`src/rtl/btn_conditioner.sv`:
```
// btn_conditioner: synchronise, debounce and strobe five push-buttons; synchronise eight switches
//   clk, rst     : system clock, synchronous active-high reset
//   btn_raw[4:0] : raw button pads {ctr, rt, lft, dwn, up}, 1 = pressed
//   sw_raw[7:0]  : raw slide switches
//   btn_level    : debounced button level
//   btn_press    : one-cycle strobe on accepted rising level
//   btn_release  : one-cycle strobe on accepted falling level
//   btn_repeat   : one-cycle hold-to-auto-repeat strobe
//   btn_event    : btn_press | btn_repeat
//   sw_sync      : 2-flop synchronised switches
module btn_conditioner #(
    parameter int DEBOUNCE_CYCLES = 500000,
    parameter int HOLD_CYCLES     = 50000000,
    parameter int REPEAT_CYCLES   = 10000000,
    parameter int REPEAT_EN       = 1
) (
    input  logic       clk,
    input  logic       rst,
    input  logic [4:0] btn_raw,
    input  logic [7:0] sw_raw,
    output logic [4:0] btn_level,
    output logic [4:0] btn_press,
    output logic [4:0] btn_release,
    output logic [4:0] btn_repeat,
    output logic [4:0] btn_event,
    output logic [7:0] sw_sync
);
    localparam int CW   = $clog2(DEBOUNCE_CYCLES);
    localparam int TMAX = HOLD_CYCLES > REPEAT_CYCLES ? HOLD_CYCLES : REPEAT_CYCLES;
    localparam int TW   = $clog2(TMAX);
    localparam logic [CW-1:0] CMAX = CW'(DEBOUNCE_CYCLES - 1);
    localparam logic [TW-1:0] HMAX = TW'(HOLD_CYCLES - 1);
    localparam logic [TW-1:0] RMAX = TW'(REPEAT_CYCLES - 1);
    typedef enum logic [1:0] {IDLE, HOLD, REPEAT} state_t;
    logic [4:0] b1, b2;
    logic [7:0] w1;
    always_ff @(posedge clk) begin
        if (rst) begin
            b1      <= '0;
            b2      <= '0;
            w1      <= '0;
            sw_sync <= '0;
        end else begin
            b1      <= btn_raw;
            b2      <= b1;
            w1      <= sw_raw;
            sw_sync <= w1;
        end
    end
    for (genvar i = 0; i < 5; i++) begin : g_btn
        logic [CW-1:0] cnt;
        logic [TW-1:0] tmr;
        state_t st;
        logic lvl, prs, rel, rpt, evt;
        logic commit, rise, fall, expire, rep;
        // a change is accepted on the DEBOUNCE_CYCLES-th consecutive mismatching sample
        assign commit = (b2[i] != lvl) && (cnt == CMAX);
        assign rise   = commit && b2[i];
        assign fall   = commit && !b2[i];
        assign expire = (st == HOLD && tmr == HMAX) || (st == REPEAT && tmr == RMAX);
        // a coincident release suppresses the repeat pulse
        assign rep    = (REPEAT_EN != 0) && expire && !fall;
        always_ff @(posedge clk) begin
            if (rst) begin
                cnt <= '0;
                tmr <= '0;
                st  <= IDLE;
                lvl <= 1'b0;
                prs <= 1'b0;
                rel <= 1'b0;
                rpt <= 1'b0;
                evt <= 1'b0;
            end else begin
                cnt <= (b2[i] == lvl || commit) ? '0 : cnt + 1'b1;
                lvl <= commit ? b2[i] : lvl;
                prs <= rise;
                rel <= fall;
                rpt <= rep;
                evt <= rise | rep;
                if (REPEAT_EN == 0 || fall) begin
                    st  <= IDLE;
                    tmr <= '0;
                end else if (rise) begin
                    st  <= HOLD;
                    tmr <= '0;
                end else if (expire) begin
                    st  <= REPEAT;
                    tmr <= '0;
                end else if (st != IDLE) begin
                    tmr <= tmr + 1'b1;
                end
            end
        end
        assign btn_level[i]   = lvl;
        assign btn_press[i]   = prs;
        assign btn_release[i] = rel;
        assign btn_repeat[i]  = rpt;
        assign btn_event[i]   = evt;
    end
endmodule

```
`config.mk`:
```
export PLATFORM = sky130hd
export DESIGN_NAME = btn_conditioner
export DESIGN_NICKNAME = d
export VERILOG_FILES = /design/src/rtl/btn_conditioner.sv
export SDC_FILE = /design/constraint.sdc
export NUM_CORES = 1
export LEC_CHECK = 0
export CORE_MARGIN = 5
export CORE_UTILIZATION = 35
export CTS_BUF_LIST = sky130_fd_sc_hd__clkbuf_16
export DETAILED_ROUTE_END_ITERATION = 7
export HOLD_SLACK_MARGIN = 0.03
export PLACE_DENSITY_LB_ADDON = 0.05
export SKIP_LAST_GASP = 1
export SYNTH_ARGS = -nofsm -noshare
export SYNTH_HDL_FRONTEND = slang
export SYNTH_SLANG_ARGS = --single-unit
```
`constraint.sdc`:
```
create_clock -name clk -period 2.1 [get_ports clk]
set_input_delay 0.315 -clock clk [delete_from_list [all_inputs] [get_ports clk]]
set_output_delay 0.315 -clock clk [all_outputs]
set_load 0.02 [all_outputs]
```
==> flow_metrics.py, run 1 <==
metrics = {
    "timing": {
        "fin_crit_sh_pct": 101,
        "tightest_slew_ns": 0.704,
        "drv_slew": 0,
        "fin_crit_ns": 2.12,
        "post-route-worst-setup-slack_ns": -0.0175,
        "setup_viol": 6,
        "max_freq_mhz": 472,
        "final.setup_skew_ns": 0.0156,
        "grt_setup_unrepaired": "true",
        "slew_headroom_pct": 52.9,
        "finalHoldViolCount": 0,
    },
    "floorplanning": {
        "dieWidth_microns": 201,
        "start_util_pct": 35.2,
        "io_pins": 48,
        "core_sq_um": 36300,
        "die_h_microns": 201,
        "dieArea_sq_um": 40400,
        "row_count": 70,
    },
    "synthesis": {
        "synthMuxAreaShare_pct": 0,
        "yosysMostFrequentCell": "dfxtp_1",
        "synth_adder_area_share_pct": 0.979,
        "synth_edf_count": 0,
        "ys.warnings.count": 0,
        "synth_seq_cells": 286,
        "synth_top_family_by_area": "simple AND/OR/NAND/NOR gates",
        "ys.flop_type": "dfxtp_1",
        "synth_xor_area_share_pct": 14.7,
        "netlist_area_sq_um": 12800,
        "synthTopCellsByArea": "dfxtp_1 45%, nor2_1 8.2%, xnor2_1 7.9%, xor2_1 6.8%, nand4_1 3.3%",
        "yosysSeqAreaShare_pct": 44.8,
        "synth_top_area_share_pct": 44.8,
        "synthSimpleGateAreaFrac_pct": 31.7,
        "synthCells": 1457,
        "syn-num-nets": 1482,
        "synth-compound-area-share_pct": 3.88,
        "synth_area_leader_cell": "dfxtp_1",
        "synth_commonest_cells": "286 x dfxtp_1, 279 x nor2_1, 115 x xnor2_1",
        "synthArstFlopShare_pct": 0,
        "yosysUniqueCellTypes": 61,
        "syn_area_per_cell_sq_um": 8.77,
    },
    "routing": {
        "first_pass_iters": 4,
        "routed.top_layer": "met4",
        "drc": 0,
        "wl_microns": 28300,
        "dr_wl_met3_microns": 1070,
        "detail_route.vias_per_cell": 4.87,
        "ant_nets": 0,
        "wl_per_cell_microns": 13.7,
        "wl_met2_microns": 12700,
        "num_vias": 10073,
        "wl_met1_microns": 14000,
        "drt_iter0_drc": 362,
    },
    "worst_setup_path": {
        "ff2ff_setup_slack_ns": -0.02,
        "worstPathRequired_ns": 2.48,
        "reg2reg_depth": 6,
        "start_kind": "register",
        "arrival_ns": 2.50,
        "end_kind": "register",
        "crit_fanout": 6,
        "critical_path_class": "reg2reg",
        "r2r-end": "g_btn[3].tmr[2]$_SDFFE_PP0P_",
        "reg2reg_from": "g_btn[3].cnt[10]$_SDFF_PP0_",
    },
    "place": {
        "dpl_cell_area_sq_um": 14200,
        "gp_congestion": 0.785,
        "io_buffer_count": 47,
        "pre_cts_ws_ns": -0.0184,
        "hpwl_microns": 19500,
    },
    "min_path": {
        "hold_end": "b1[1]$_SDFF_PP0_",
        "hold_depth": 3,
        "hp-class": "in2reg",
        "min_from": "rst",
    },
    "cts": {
        "cts_tree": "done",
        "cts-htree-levels": 2,
        "cts-root-buf": "clkbuf_16",
        "cts-buffers-inserted": 35,
        "clk_pin_slew_ns": 0.05,
        "clock_sinks": 286,
        "insertion_delay_ns": 0.50,
        "cts_max_path_buffers": 3,
    },
    "finish": {
        "n_fill_cell": 3633,
        "area_growth_pct": 21.6,
        "diodes": 0,
        "design_area_sq_um": 15500,
        "num-nets-final": 1600,
        "drive_above_1_share_pct": 12.1,
        "fin_util_pct": 42.8,
    },
    "global_routing": {
        "gr-total-overflow": 0,
        "grt_pass1_wl_microns": 48700,
        "grt_pass1_vias": 10083,
        "grt_util_all_layers_pct": 13.9,
        "grt_antenna_before_repair": 0,
        "grt_max_degree": 37,
    },
    "job": {
        "drv_cap": 0,
    },
    "run_status": {
        "status": "finished with violations",
        "violations": "negative setup slack",
    },
    "power_and_ir_drop": {
        "powerDensity_nw_per_um2": 738,
        "p_leak_nw": 5.34,
        "total_power_mw": 11.5,
        "ir_drop_mv": 0.591,
    },
}
==> worst max path at each step <==
stage                                       start                       endpoint  cells after the start  slack (ns)
floorplan             g_btn[3].cnt[10]$_SDFF_PP0_   g_btn[3].tmr[9]$_SDFFE_PP0P_                      7        0.03
global placement      g_btn[3].cnt[10]$_SDFF_PP0_  g_btn[3].tmr[10]$_SDFFE_PP0P_                      6       0.007
detailed placement    g_btn[3].cnt[10]$_SDFF_PP0_  g_btn[3].tmr[11]$_SDFFE_PP0P_                      6       -0.02
CTS                   g_btn[3].cnt[10]$_SDFF_PP0_   g_btn[3].tmr[1]$_SDFFE_PP0P_                      6      -0.004
global route        g_btn[3].tmr[23]$_SDFFE_PP0P_        g_btn[3].rpt$_SDFF_PP0_                      5       -0.09
finish                g_btn[3].cnt[10]$_SDFF_PP0_   g_btn[3].tmr[2]$_SDFFE_PP0P_                      6       -0.02
==> kinds of logic after synthesis <==
family | after synthesis
flip-flops | 286
AO/OA/AOI/OAI | 69
buffers and inverters | 98
adder cells (fa/ha/maj) | 10
XOR/XNOR | 214
AND/OR/NAND/NOR | 780
==> power breakdown <==
group	switching, mW	internal, mW
sequential	0.0378	5.48
combinational	0.162	0.133
clock	2.25	3.40
==> flip-flops by register name, summed over array words and instances (netlist names), 8 cells and up <==
signal     cells
g_btn.st      10
sw_sync        8
w1             8
g_btn.tmr    130
g_btn.cnt     95
==> timing repair <==
item / in CTS / in global routing
endpoints found under the setup margin: 26 / 89
pin swaps: 0 / 6
cloned: 1 / 3
hold buffers: 0 / 0
setup buffers: 0 / 1
resized for setup: 4 / 29
==> per-stage QoR <==
| stage | cells | hold WS [ns] | TNS (ns) |
|---|---|---|---|
| 6_report | 2067 | 0.199 | -0.0723 |
| 3_3_place_gp | 2001 | 0.418 | 0 |
| 4_1_cts | 2063 | 0.180 | -0.00753 |
| 2_1_floorplan | 1457 | 0.414 | 0 |
| 5_1_grt | 2067 | 0.205 | -1.91 |
| 3_5_place_dp | 2001 | 0.423 | -0.312 |
==> routing by layer <==
metal,up-vias,track usage (%)
met5,-,0
met4,0,3.49
met3,35,2.80
met2,104,23.1
met1,4669,18.6
li1,5265,-
==> critical path, cell delays in order, from the launching register on <==
cell,delay (ns)
dfxtp_2,0.31
or4_4,0.53
or4_4,0.52
o31ai_4,0.19
nand2b_4,0.23
clkbuf_16,0.19
nor2_2,0.04
==> layout make-up <==
class                           instances  area (sq um)  share of cell area (%)
Timing Repair Buffer                  147          1330                    8.57
Tap cell                              468           586                    3.77
Clock buffer                           37           926                    5.96
Clock inverter                         24           153                   0.982
Sequential cell                       286          5730                    36.8
Inverter                               30           113                   0.725
Multi-Input combinational cell       1075          6710                    43.2
==> layout by cell type, fill, tap and decap left out, types with 20 or more instances in the layout <==
cell / netlist / final
inv_1: 30 / 38
nand3_1: 69 / 69
nor3_1: 53 / 53
nor2_1: 279 / 269
nor4_1: 39 / 33
and4_1: 21 / 20
and3_1: 35 / 35
xnor2_1: 115 / 115
buf_4: 27 / 92
dfxtp_1: 286 / 285
clkdlybuf4s50_1: 0 / 45
nor2b_1: 32 / 32
nand4_1: 68 / 68
nand2_1: 89 / 88
clkbuf_16: 0 / 38
xor2_1: 99 / 99
Power figures use the tool's default switching activity.
==> run 2: changes to the inputs <==
--- a/config.mk
+++ b/config.mk
@@ -5,10 +5,12 @@
 export SDC_FILE = /design/constraint.sdc
 export NUM_CORES = 1
 export LEC_CHECK = 0
+export CORE_ASPECT_RATIO = 0.9
 export CORE_MARGIN = 5
 export CORE_UTILIZATION = 35
 export CTS_BUF_LIST = sky130_fd_sc_hd__clkbuf_16
 export DETAILED_ROUTE_END_ITERATION = 7
+export GPL_TIMING_DRIVEN = 1
 export HOLD_SLACK_MARGIN = 0.03
 export PLACE_DENSITY_LB_ADDON = 0.05
 export SKIP_LAST_GASP = 1
==> flow_metrics.py, run 2 (same netlist as run 1, synthesis figures left out) <==
metrics = {
    "cts": {
        "insertion_delay_ns": 0.51,
        "cts_max_path_buffers": 3,
        "cts-buffers-inserted": 34,
        "cts-htree-levels": 2,
        "cts_tree": "done",
        "cts_setup_buffers": 0,
        "holdBufCountCts": 0,
        "cts-root-buf": "clkbuf_16",
        "clock_sinks": 286,
        "clk_pin_slew_ns": 0.06,
    },
    "finish": {
        "drive_above_1_share_pct": 11.6,
        "largestRegisters": "g_btn.tmr x130, g_btn.cnt x95, g_btn.st x10",
        "top_register": "g_btn.tmr",
        "final_common_cell": "dfxtp_1",
        "finalNonFillerCells": 2065,
        "num-nets-final": 1597,
        "n_fill_cell": 3600,
        "diodes": 0,
        "final_cell_mix": "284 x dfxtp_1, 273 x nor2_1, 115 x xnor2_1",
        "largest_reg_flops": 130,
        "area_growth_pct": 21.2,
        "design_area_sq_um": 15500,
    },
    "power_and_ir_drop": {
        "p_leak_nw": 5.29,
        "total_power_mw": 11.2,
        "p_clk_share_pct": 47.9,
        "powerDensity_nw_per_um2": 722,
        "ir_drop_mv": 0.460,
        "p_int_mw": 8.75,
        "p_seq_share_pct": 49.3,
        "swShare_pct": 21.8,
        "p_comb_share_pct": 2.8,
        "switching_power_mw": 2.44,
    },
    "floorplanning": {
        "row_count": 66,
        "die_h_microns": 191,
        "dieWidth_microns": 211,
        "io_pins": 48,
        "start_util_pct": 35.4,
        "core_sq_um": 36100,
        "dieArea_sq_um": 40400,
    },
    "timing": {
        "grt_setup_unrepaired": "true",
        "tightest_slew_ns": 0.647,
        "final.setup_skew_ns": 0.0113,
        "fin_crit_sh_pct": 101,
        "slew_headroom_pct": 56.8,
        "drv_slew": 0,
        "fin_crit_ns": 2.12,
        "max_freq_mhz": 471,
        "finalHoldViolCount": 0,
        "setup_viol": 20,
        "post-route-worst-setup-slack_ns": -0.0242,
    },
    "min_path": {
        "hold_depth": 3,
        "hp-class": "in2reg",
        "min_from": "rst",
        "hold_end": "g_btn[4].lvl$_SDFFE_PP0P_",
    },
    "place": {
        "hpwl_microns": 19700,
        "dp_cells": 2006,
        "dpl_cell_area_sq_um": 14300,
        "gp_congestion": 0.784,
        "io_buffer_count": 47,
    },
    "routing": {
        "ant_nets": 0,
        "wl_per_cell_microns": 14.2,
        "num_vias": 10105,
        "first_pass_iters": 5,
        "drc": 0,
        "drt_iter0_drc": 474,
        "detail_route.vias_per_cell": 4.89,
        "wl_microns": 29200,
    },
    "global_routing": {
        "grt_pass1_wl_microns": 48200,
        "grt_pass1_vias": 9586,
        "grt_antenna_before_repair": 0,
        "grt_util_all_layers_pct": 14.0,
        "gr-total-overflow": 0,
        "grt_max_degree": 43,
    },
    "worst_setup_path": {
        "reg2reg_from": "g_btn[3].cnt[10]$_SDFF_PP0_",
        "ff2ff_setup_slack_ns": -0.02,
        "critical_path_class": "reg2reg",
        "end_kind": "register",
        "r2r-end": "g_btn[3].tmr[17]$_SDFFE_PP0P_",
        "arrival_ns": 2.53,
        "crit_fanout": 7,
        "reg2reg_depth": 6,
        "start_kind": "register",
        "worstPathRequired_ns": 2.51,
    },
    "job": {
        "drv_cap": 0,
    },
    "run_status": {
        "status": "finished with violations",
        "violations": "negative setup slack",
    },
}
==> run 2: cell types whose count changed in the layout (fill, tap and decap cells not counted), sizes merged <==
cell           before  now
clkinv             14    9
buf               100   97
bufinv              2    0
clkbuf             38   40
inv                38   36
clkdlybuf4s50      45   46
clkinvlp            0    1
dlymetal6s2s        1    0
nand3              72   71
==> run 2: power by group through the flow <==
stage | registers, mW | clock network [mW] | logic (mW)
6_report | 5.52 | 5.35 | 0.316
5_1_grt | 5.52 | 5.82 | 0.350
4_1_cts | 5.52 | 5.59 | 0.289
3_5_place_dp | 5.64 | 0 | 0.288
3_3_place_gp | 5.63 | 0 | 0.287
2_1_floorplan | 5.62 | 0 | 0.163
==> run 2: cell type report <==
class                   count  area (sq um)  share of cell area (%)
clock inverters            16          68.8                   0.444
well taps                 476           596                    3.85
clock buffers              37           926                    5.98
repair buffers            146          1370                    8.84
multi-input cells        1074          6690                    43.2
flip-flops and latches    286          5730                    37.0
inverters                  30           113                   0.727
==> run 2: timing repair <==
action | in CTS | in global routing
gates cloned | 0 | 6
pin swaps | 0 | 11
gates resized for setup | 0 | 27
setup endpoints to repair | 26 | 75
==> run 2: worst max-delay path, stage by stage (launching register included) <==
cell       delay [ns]
dfxtp_2          0.31
or4_4            0.54
or4_4            0.53
o31ai_4          0.21
nand2b_4         0.21
clkbuf_16        0.18
nor2_1           0.05
==> run 2: through the flow <==
| step | util, % | setup slack [ns] | hold slack, ns | setup TNS, ns |
|---|---|---|---|---|
| floorplan | - | 0.0285 | 0.414 | 0 |
| global placement | 39.5 | -0.0113 | 0.417 | -0.185 |
| detailed placement | 39.5 | -0.0535 | 0.420 | -1.23 |
| CTS | 42.3 | -0.0554 | 0.245 | -1.27 |
| global route | 42.9 | -0.0851 | 0.270 | -2.33 |
| finish | 42.9 | -0.0242 | 0.266 | -0.245 |
==> run 2: worst max path at each step <==
stage                                           start                       endpoint  slack [ns]  depth (start not counted)
after floorplan           g_btn[3].cnt[10]$_SDFF_PP0_   g_btn[3].tmr[9]$_SDFFE_PP0P_        0.03                          7
after global placement    g_btn[3].cnt[10]$_SDFF_PP0_  g_btn[3].tmr[22]$_SDFFE_PP0P_       -0.01                          6
after detailed placement  g_btn[3].cnt[10]$_SDFF_PP0_  g_btn[3].tmr[23]$_SDFFE_PP0P_       -0.05                          6
after CTS                 g_btn[3].cnt[10]$_SDFF_PP0_   g_btn[3].tmr[8]$_SDFFE_PP0P_       -0.06                          6
after global routing      g_btn[3].cnt[10]$_SDFF_PP0_  g_btn[3].tmr[17]$_SDFFE_PP0P_       -0.09                          6
final                     g_btn[3].cnt[10]$_SDFF_PP0_  g_btn[3].tmr[17]$_SDFFE_PP0P_       -0.02                          6
==> run 2: metal layers <==
layer,part of all wire (%),vias to the layer above,track usage (%)
li1,-,5242,-
met1,53,4705,20.4
met2,42,113,21.0
met3,3.7,45,2.92
met4,2.0,0,4.01
met5,0,-,0
==> run 3: changes to the inputs <==
--- a/config.mk
+++ b/config.mk
@@ -13,6 +13,7 @@
 export GPL_TIMING_DRIVEN = 1
 export HOLD_SLACK_MARGIN = 0.03
 export PLACE_DENSITY_LB_ADDON = 0.05
+export SETUP_SLACK_MARGIN = 0.05
 export SKIP_LAST_GASP = 1
 export SYNTH_ARGS = -nofsm -noshare
 export SYNTH_HDL_FRONTEND = slang
==> flow_metrics.py, run 3 (same netlist as run 1, synthesis figures left out) <==
metrics = {
    "run_status": {
        "status": "finished with violations",
        "violations": "negative setup slack",
    },
    "worst_setup_path": {
        "end_kind": "register",
        "worstPathRequired_ns": 2.50,
        "crit_fanout": 13,
        "start_kind": "register",
        "critical_path_class": "reg2reg",
        "arrival_ns": 2.50,
    },
    "floorplanning": {
        "io_pins": 48,
        "die_h_microns": 191,
        "dieWidth_microns": 211,
        "core_sq_um": 36100,
        "row_count": 66,
        "dieArea_sq_um": 40400,
        "start_util_pct": 35.4,
    },
    "cts": {
        "holdBufCountCts": 0,
        "clk_pin_slew_ns": 0.05,
        "cts_max_path_buffers": 3,
        "cts-buffers-inserted": 35,
        "cts-htree-levels": 2,
        "cts-root-buf": "clkbuf_16",
        "clock_sinks": 286,
        "insertion_delay_ns": 0.51,
        "cts_tree": "done",
    },
    "timing": {
        "slew_headroom_pct": 60.4,
        "drv_slew": 0,
        "fin_crit_sh_pct": 100,
        "grt_setup_unrepaired": "true",
        "max_freq_mhz": 476,
        "post-route-worst-setup-slack_ns": -0.00176,
        "finalHoldViolCount": 0,
        "tightest_slew_ns": 0.589,
        "setup_viol": 4,
        "fin_crit_ns": 2.10,
        "final.setup_skew_ns": 0.0131,
    },
    "finish": {
        "area_growth_pct": 21.0,
        "fin_util_pct": 42.9,
        "drive_above_1_share_pct": 11.7,
        "finalNonFillerCells": 2064,
        "final_cell_mix": "279 x nor2_1, 274 x dfxtp_1, 115 x xnor2_1",
        "diodes": 0,
        "final_common_cell": "nor2_1",
        "top_register": "g_btn.tmr",
        "num-nets-final": 1593,
        "largest_reg_flops": 130,
        "design_area_sq_um": 15500,
        "largestRegisters": "g_btn.tmr x130, g_btn.cnt x95, g_btn.st x10",
    },
    "global_routing": {
        "grt_util_all_layers_pct": 13.8,
        "gr-total-overflow": 0,
        "grt_antenna_before_repair": 0,
        "grt_max_degree": 30,
        "grt_pass1_vias": 9682,
        "grt_pass1_wl_microns": 48000,
    },
    "power_and_ir_drop": {
        "powerDensity_nw_per_um2": 725,
        "total_power_mw": 11.2,
        "p_leak_nw": 5.30,
        "ir_drop_mv": 0.444,
    },
    "place": {
        "dp_cells": 2003,
        "dpl_cell_area_sq_um": 14200,
        "gp_congestion": 0.757,
        "pre_cts_ws_ns": -0.0316,
        "hpwl_microns": 19400,
        "io_buffer_count": 47,
    },
    "routing": {
        "num_vias": 10015,
        "drt_iter0_drc": 371,
        "wl_per_cell_microns": 13.8,
        "drc": 0,
        "ant_nets": 0,
        "detail_route.vias_per_cell": 4.85,
        "first_pass_iters": 4,
        "wl_microns": 28500,
    },
    "job": {
        "drv_cap": 0,
    },
    "min_path": {
        "hp-class": "in2reg",
    },
}
==> run 3: final timing paths <==
path	from	to	slack (ns)	depth (start not counted)
min	rst	g_btn[4].lvl$_SDFFE_PP0P_	0.27	3
max	g_btn[3].cnt[10]$_SDFF_PP0_	g_btn[3].tmr[13]$_SDFFE_PP0P_	-0.002	6
min reg2reg	w1[5]$_SDFF_PP0_	sw_sync[5]$_SDFF_PP0_	0.43	1
max reg2reg	g_btn[3].cnt[10]$_SDFF_PP0_	g_btn[3].tmr[13]$_SDFFE_PP0P_	-0.002	6
==> run 3: per-layer routing <==
metal / vias to the layer above / GRT usage [%] / wire, microns
li1: 5246 / - / -
met4: 0 / 3.74 / 505
met5: - / 0 / 0
met2: 106 / 21.5 / 12300
met1: 4617 / 19.8 / 14700
met3: 46 / 2.45 / 1030
==> run 3: layout make-up <==
| class | count | area (sq um) |
|---|---|---|
| Timing Repair Buffer | 142 | 1330 |
| Sequential cell | 286 | 5740 |
| Clock inverter | 22 | 131 |
| Inverter | 30 | 113 |
| Multi-Input combinational cell | 1073 | 6670 |
| Clock buffer | 35 | 876 |
| Tap cell | 476 | 596 |
| Fill cell | 3584 | 20600 |
==> run 3: timing repair <==
item                                    in CTS  in global routing
gates cloned                                 0                  3
endpoints found under the setup margin      57                114
gates resized for setup                      5                 27
buffers inserted                             0                  1
pin swaps                                    1                  7
==> run 3: stage by stage <==
stage               hold WS, ns  setup TNS (ns)
global placement          0.418          -0.284
detailed placement        0.420          -0.698
finish                    0.270        -0.00256
CTS                       0.243          -0.364
global route              0.267           -1.37
floorplan                 0.414               0
==> run 3: worst max-delay path, stage by stage, from the launching register on <==
cell	delay, ns
dfxtp_2	0.32
or4_4	0.53
or4_4	0.52
o31ai_4	0.20
nand2b_4	0.19
clkbuf_16	0.17
nor2_1	0.05
==> run 3: power breakdown <==
part / internal, mW / switching [mW] / total [mW] / leakage, nW
Combinational: 0.141 / 0.167 / 0.308 / 2.45
Sequential: 5.48 / 0.0370 / 5.52 / 2.32
Clock: 3.13 / 2.25 / 5.38 / 0.536
Total: 8.75 / 2.45 / 11.2 / 5.30
